--- config.mk ---
export PLATFORM = sky130hd
export DESIGN_NAME = lc3_datapath_mem
export DESIGN_NICKNAME = d
export VERILOG_FILES = /design/src/rtl/lc3_datapath_mem.sv
export SDC_FILE = /design/constraint.sdc
export NUM_CORES = 1
export LEC_CHECK = 0
export ABC_AREA = 1
export CAP_MARGIN = 20
export CORE_MARGIN = 5
export CORE_UTILIZATION = 35
export DETAILED_ROUTE_END_ITERATION = 12
export PLACE_DENSITY_LB_ADDON = 0.08
export SYNTH_ARGS = -nofsm -noshare
export SYNTH_HDL_FRONTEND = slang
export SYNTH_SLANG_ARGS = --single-unit
--- constraint.sdc ---
create_clock -name Clk -period 3.5 [get_ports Clk]
set_input_delay 0.7 -clock Clk [delete_from_list [all_inputs] [get_ports Clk]]
set_output_delay 0.7 -clock Clk [all_outputs]
set_load 0.05 [all_outputs]
--- src/rtl/lc3_datapath_mem.sv ---
// rtl/lc3_datapath_mem.sv - LC-3 datapath with handshaked memory port, timeout and bus-contention detection
module lc3_datapath_mem #(
  parameter int                  DATA_W      = 16,
  parameter logic [DATA_W-1:0]   PC_RESET    = 'h3000,
  parameter int                  LED_W       = 12,
  parameter int                  MEM_TIMEOUT = 255
) (
  input  logic              Clk,
  input  logic              Reset_al,
  input  logic              LD_PC,
  input  logic              LD_IR,
  input  logic              LD_MAR,
  input  logic              LD_MDR,
  input  logic              LD_REG,
  input  logic              LD_CC,
  input  logic              LD_BEN,
  input  logic              LD_LED,
  input  logic              GatePC,
  input  logic              GateMDR,
  input  logic              GateALU,
  input  logic              GateMARMUX,
  input  logic [1:0]        PCMUX,
  input  logic              ADDR1MUX,
  input  logic [1:0]        ADDR2MUX,
  input  logic              SR1MUX,
  input  logic              DRMUX,
  input  logic [1:0]        ALUK,
  input  logic              Mem_Rd_Req,
  input  logic              Mem_Wr_Req,
  input  logic              Err_Clr,
  input  logic              Mem_Ack,
  input  logic [DATA_W-1:0] Mem_Rdata,
  output logic [DATA_W-1:0] Mem_Addr,
  output logic [DATA_W-1:0] Mem_Wdata,
  output logic              Mem_Rd,
  output logic              Mem_Wr,
  output logic              Mem_Busy,
  output logic              Mem_Done,
  output logic              Mem_Err,
  output logic              Bus_Err,
  output logic [DATA_W-1:0] IR,
  output logic [DATA_W-1:0] PC,
  output logic [DATA_W-1:0] MAR,
  output logic [DATA_W-1:0] MDR,
  output logic [2:0]        NZP,
  output logic              BEN,
  output logic [LED_W-1:0]  LED
);

  localparam int CNT_W = (MEM_TIMEOUT < 2) ? 1 : $clog2(MEM_TIMEOUT + 1);

  typedef enum logic [1:0] {S_IDLE, S_RD, S_WR} mem_state_e;

  mem_state_e        state_q;
  logic [CNT_W-1:0]  cnt_q;
  logic              done_q, mem_err_q, bus_err_q;
  logic              mem_err_d, bus_err_d;
  logic [DATA_W-1:0] pc_q, ir_q, mar_q, mdr_q;
  logic [DATA_W-1:0] regs_q [8];
  logic [2:0]        nzp_q;
  logic              ben_q;
  logic [LED_W-1:0]  led_q;

  logic [2:0]        sr1_sel, dr_sel;
  logic [DATA_W-1:0] sr1_val, sr2_val, alu_b, alu_out;
  logic [DATA_W-1:0] addr1, addr2, adder_out, pc_d, bus;
  logic              contention, busy, expired;
  logic              unused_ir;

  assign sr1_sel = SR1MUX ? ir_q[11:9] : ir_q[8:6];
  assign dr_sel  = DRMUX ? 3'd7 : ir_q[11:9];
  assign sr1_val = regs_q[sr1_sel];
  assign sr2_val = regs_q[ir_q[2:0]];
  assign alu_b   = ir_q[5] ? {{(DATA_W-5){ir_q[4]}}, ir_q[4:0]} : sr2_val;

  always_comb begin
    alu_out = '0;
    case (ALUK)
      2'b00:   alu_out = sr1_val + alu_b;
      2'b01:   alu_out = sr1_val & alu_b;
      2'b10:   alu_out = ~sr1_val;
      default: alu_out = sr1_val;
    endcase
  end

  assign addr1 = ADDR1MUX ? sr1_val : pc_q;

  always_comb begin
    addr2 = '0;
    case (ADDR2MUX)
      2'b00:   addr2 = '0;
      2'b01:   addr2 = {{(DATA_W-6){ir_q[5]}}, ir_q[5:0]};
      2'b10:   addr2 = {{(DATA_W-9){ir_q[8]}}, ir_q[8:0]};
      default: addr2 = {{(DATA_W-11){ir_q[10]}}, ir_q[10:0]};
    endcase
  end

  assign adder_out = addr1 + addr2;

  // More than one driver forces the bus to zero rather than picking a winner.
  always_comb begin
    bus        = '0;
    contention = 1'b0;
    case ({GatePC, GateMDR, GateALU, GateMARMUX})
      4'b0000: bus = '0;
      4'b1000: bus = pc_q;
      4'b0100: bus = mdr_q;
      4'b0010: bus = alu_out;
      4'b0001: bus = adder_out;
      default: contention = 1'b1;
    endcase
  end

  always_comb begin
    pc_d = pc_q;
    case (PCMUX)
      2'b00:   pc_d = pc_q + 1'b1;
      2'b01:   pc_d = bus;
      2'b10:   pc_d = adder_out;
      default: pc_d = pc_q;
    endcase
  end

  assign busy    = (state_q != S_IDLE);
  assign expired = busy && !Mem_Ack && (cnt_q == CNT_W'(MEM_TIMEOUT));

  always_comb begin
    mem_err_d = (mem_err_q & ~Err_Clr) |
                ((state_q == S_IDLE) & Mem_Rd_Req & Mem_Wr_Req) | expired;
    bus_err_d = (bus_err_q & ~Err_Clr) | contention;
  end

  always_ff @(posedge Clk or negedge Reset_al) begin
    if (!Reset_al) begin
      pc_q  <= PC_RESET;
      ir_q  <= '0;
      mar_q <= '0;
      nzp_q <= 3'b010;
      ben_q <= 1'b0;
      led_q <= '0;
      for (int i = 0; i < 8; i++) regs_q[i] <= '0;
    end else begin
      if (LD_PC)  pc_q <= pc_d;
      if (LD_IR)  ir_q <= bus;
      if (LD_MAR && !busy) mar_q <= bus;
      if (LD_REG) regs_q[dr_sel] <= bus;
      if (LD_CC) begin
        nzp_q <= bus[DATA_W-1] ? 3'b100 : ((bus == '0) ? 3'b010 : 3'b001);
      end
      if (LD_BEN) ben_q <= (ir_q[11] & nzp_q[2]) | (ir_q[10] & nzp_q[1]) | (ir_q[9] & nzp_q[0]);
      if (LD_LED) led_q <= ir_q[LED_W-1:0];
    end
  end

  // MDR lives here because the memory FSM and the bus both load it.
  always_ff @(posedge Clk or negedge Reset_al) begin
    if (!Reset_al) begin
      state_q   <= S_IDLE;
      cnt_q     <= '0;
      done_q    <= 1'b0;
      mem_err_q <= 1'b0;
      bus_err_q <= 1'b0;
      mdr_q     <= '0;
    end else begin
      done_q    <= 1'b0;
      mem_err_q <= mem_err_d;
      bus_err_q <= bus_err_d;
      case (state_q)
        S_IDLE: begin
          cnt_q <= '0;
          if (LD_MDR) mdr_q <= bus;
          if (Mem_Rd_Req && !Mem_Wr_Req)      state_q <= S_RD;
          else if (Mem_Wr_Req && !Mem_Rd_Req) state_q <= S_WR;
        end
        S_RD, S_WR: begin
          if (Mem_Ack) begin
            state_q <= S_IDLE;
            done_q  <= 1'b1;
            if (state_q == S_RD) mdr_q <= Mem_Rdata;
          end else if (expired) begin
            state_q <= S_IDLE;
          end else begin
            cnt_q <= cnt_q + 1'b1;
          end
        end
        default: state_q <= S_IDLE;
      endcase
    end
  end

  assign unused_ir = ^ir_q[DATA_W-1:12];

  assign Mem_Addr  = mar_q;
  assign Mem_Wdata = mdr_q;
  assign Mem_Rd    = (state_q == S_RD);
  assign Mem_Wr    = (state_q == S_WR);
  assign Mem_Busy  = busy;
  assign Mem_Done  = done_q;
  assign Mem_Err   = mem_err_q;
  assign Bus_Err   = bus_err_q;
  assign IR        = ir_q;
  assign PC        = pc_q;
  assign MAR       = mar_q;
  assign MDR       = mdr_q;
  assign NZP       = nzp_q;
  assign BEN       = ben_q;
  assign LED       = led_q;

endmodule
==> key figures <==
GRT
  – Initial antenna violation count: 0
  – Global route overflow: 0
  – Largest net degree at the start of global routing: 79
  – First-pass GRT wire length: 95.01 mm
  – GRT Overall Usage: a little over a quarter
  – Vias in the first global route: 15584

Floorplan
  – Core ar.: about 0.042 sq mm
  – Die area: 0.04656 sq mm
  – Rows: 75
  – IO Pins: 161
  – Die Ht: 215.8 um
  – Initial cell density of the core: about a third
  – Die width: 215.8 um

Synthesis
  – Syn Inst Count: 2141
  – Post-synthesis cell area: between 0.01 and 0.015 sq mm
  – Most used DFF post-synth: dfrtp_1
  – Synth unique cells: 51
  – Synth Register Bits: 221
  – Syn. warnings: 0
  – FFs w/ async S/R, synth: 100.0%
  – Avg Synthesized Cell Area: about 7 sq um
  – Sequential-to-total area share from yosys stat: roughly 37%
  – EDFF count, synth: 0
  – Syn Nets: 2223

CTS
  – Clock transition at the registers of the reported paths: 60 ps
  – H-tree depth: 1
  – Clock Tree Buf Depth: 3
  – Root Driver: clkbuf_16
  – CTS sink cnt: 221
  – CTS tree: built
  – Clk Latency, worst-skew pair: 570 ps
  – CTS Buf Count: 27

Worst setup path
  – CP Max Fanout: 8
  – CP max stage cell: dfrtp_2
  – Worst EP required: 3960 ps
  – CP arrival: 4190 ps
  – CP startpoint kind: flip-flop
  – CP peak stage delay: between 400 and 500 ps
  – Worst Setup End Kind: flip-flop
  – Worst Setup Path Type: flip-flop to flip-flop
  – CP most frequent cell: nand2_1

Power and ir drop
  – Static Leak: 9.840 nW
  – Power per cell area: 771.9 mW/mm^2
  – Max VDD drop: 0.6905 mV

Routing
  – Drt first-iter violations: 1575
  – Vias: 15985
  – Via density per instance: around 5.2
  – # DRC: 0
  – Routed len/inst: 20.34 um
  – Post-DRT Antenna Nets: 0
  – Drt total wl: 62.45 mm
  – Drt pass-1 iters: 5

Job
  – Maxcap violations: 0

STA
  – Worst clock skew: 17.28 ps
  – Setup WS post-layout: -229.3 ps
  – Period utilisation layout: 106.6%
  – Max-slew headroom: 53.01%
  – RSZ-0062 raised after global routing: yes
  – Final setup vio count: 93
  – Max-slew violation count: 0
  – Final hold violations: 0
  – Minimum clock period: 3729 ps
  – Setup TNS: -8728 ps
  – Max Clock Freq: 268.1 MHz
  – Worst slew pin tran: roughly 700 ps

Cells and area
  – Syn-to-layout area delta: 41.14%
  – Ant. Diodes: 0
  – Layout cells sized above 1: 23.38%
  – Non-Filler Instances: 3071
  – Final instance area: ~0.021 sq mm
  – NumNets Final: 2597
  – Number of fill cells: 4268

Outcome
  – Failing checks: setup timing
  – Status: complete, but fails checks

Placed design
  – Number of port buffers: 160
  – Dpl hpwl: 46.09 mm
  – Inst Count DP: 2973
  – Final GP Congestion: 0.9342
  – DP Area: roughly 0.019 sq mm

Hold path
  – Hold Crit Class: input port to asynchronous set/reset pin
==> per-stage QoR <==
step                utilization [%]  worst slack [ps]  power [mW]  hold WS, ps
floorplan                         -            -321.7       9.296        404.4
global placement              44.70             -1233       12.61        490.2
detailed placement            44.70             -1244       12.65        495.7
CTS                           48.54            -117.3       15.85        145.3
global route                  49.86            -395.4       17.24        162.8
finish                        49.86            -229.3       16.15        130.2
==> final timing paths <==
path / from / end / slack (ps) / cells past startpoint
min: Reset_al / regs_q[2] / 130 / 1
min reg2reg: PC[12] / PC[12] / 490 / 2
min in group Clk: PC[12] / PC[12] / 490 / 2
max in group asynchronous: Reset_al / PC[12] / 2510 / 2
max reg2reg: IR[6] / PC[14] / -230 / 25
max: IR[6] / PC[14] / -230 / 25
==> cell usage in the layout, fill, tap and decap left out, types with 7 or more instances in the layout <==
cell type	count
a31oi_1	30
a21oi_2	40
nor2_4	9
nor2_2	16
clkdlybuf4s50_1	158
a21oi_4	8
a21oi_1	177
inv_2	16
nand2_1	389
o21ai_0	143
nand2_4	8
nor3_1	12
buf_12	24
inv_1	239
buf_4	263
clkbuf_16	27
buf_6	35
o21ai_4	7
nand3_1	138
ha_1	36
dfrtp_1	214
o22ai_1	29
nor2_1	235
xor2_1	12
nand4_1	11
o211ai_1	13
o21ai_1	66
nand3_2	12
o21ai_2	23
nand2_2	42
==> cell usage after synthesis, drive strengths merged (5+ instances only) <==
library cell | n | area [sq um]
o22ai | 31 | 193.9
nand3 | 150 | 770.7
a21oi | 225 | 1149
xor2 | 14 | 122.6
nor2 | 260 | 980.9
xnor2 | 6 | 52.55
o211ai | 13 | 97.59
a31oi | 33 | 206.5
clkbuf | 71 | 266.5
buf | 73 | 508.0
o221ai | 6 | 52.55
nand4 | 11 | 68.82
nand2 | 440 | 1727
o21ai | 239 | 1237
a221oi | 8 | 76.32
ha | 38 | 475.5
inv | 258 | 968.4
o21a | 5 | 38.79
nor3 | 14 | 70.07
dfrtp | 218 | 5455
==> area by class of cell <==
class / instances / area (sq um) / share of cell area (%)
multi-input combinational: 1517 / 8288 / 39.62
clock buffer: 35 / 735.7 / 3.517
tap: 539 / 674.4 / 3.224
timing repair buffer: 489 / 4598 / 21.98
inverter: 259 / 979.7 / 4.684
clock inverter: 11 / 101.3 / 0.4845
sequential: 221 / 5539 / 26.48
==> critical path: cells and delay by family (launching register included) <==
kind / cells / cell delay (ps)
adders and majority gates: 2 / 630
AOI/OAI and AO/OA: 7 / 1050
DFF: 1 / 440
xor gates and xnor gates: 1 / 140
buffers and inverters: 5 / 560
and+or+nand+nor: 10 / 820
==> registers in the layout, indices dropped and copies added (netlist names), 2 cells and up <==
name and cells:
PC 16, regs_q 128, cnt_q 8, MDR 16
LED 12, NZP 3, MAR 16, state_q 2
IR 16
==> routing by layer <==
metal	up-vias	routed length (um)	part of all wire (%)	GRT usage, %
li1	7795	-	-	-
met1	7585	28910	46	37.63
met2	499	28270	45	41.67
met3	106	3594	5.8	3.545
met4	0	1676	2.7	6.209
met5	-	0	0	0
==> cell families (layout without fill, tap and decap cells) <==
kind of cell | Yosys count | count (layout) | synth area share, %
muxes | 1 | 1 | 0.07598
adders and majority gates | 39 | 39 | 3.343
DFF | 221 | 221 | 37.34
xor gates and xnor gates | 20 | 20 | 1.182
buffers and inverters | 403 | 794 | 11.79
and+or+nand+nor | 881 | 881 | 24.69
AOI/OAI and AO/OA | 576 | 576 | 21.58
==> power breakdown <==
group	switching (mW)	internal, mW	total [mW]
clock network	1.18	1.55	2.73
registers	0.749	3.39	4.14
logic	5.62	3.66	9.28
total	7.55	8.60	16.1
==> repair_timing <==
item,4_1_cts,5_1_grt
gates cloned,6,2
setup buffers,30,19
gates resized for setup,117,139
pin swaps,51,65
hold buffers,0,0
setup endpoints to repair,164,141
No activity file was read; power rests on OpenSTA's default activity.
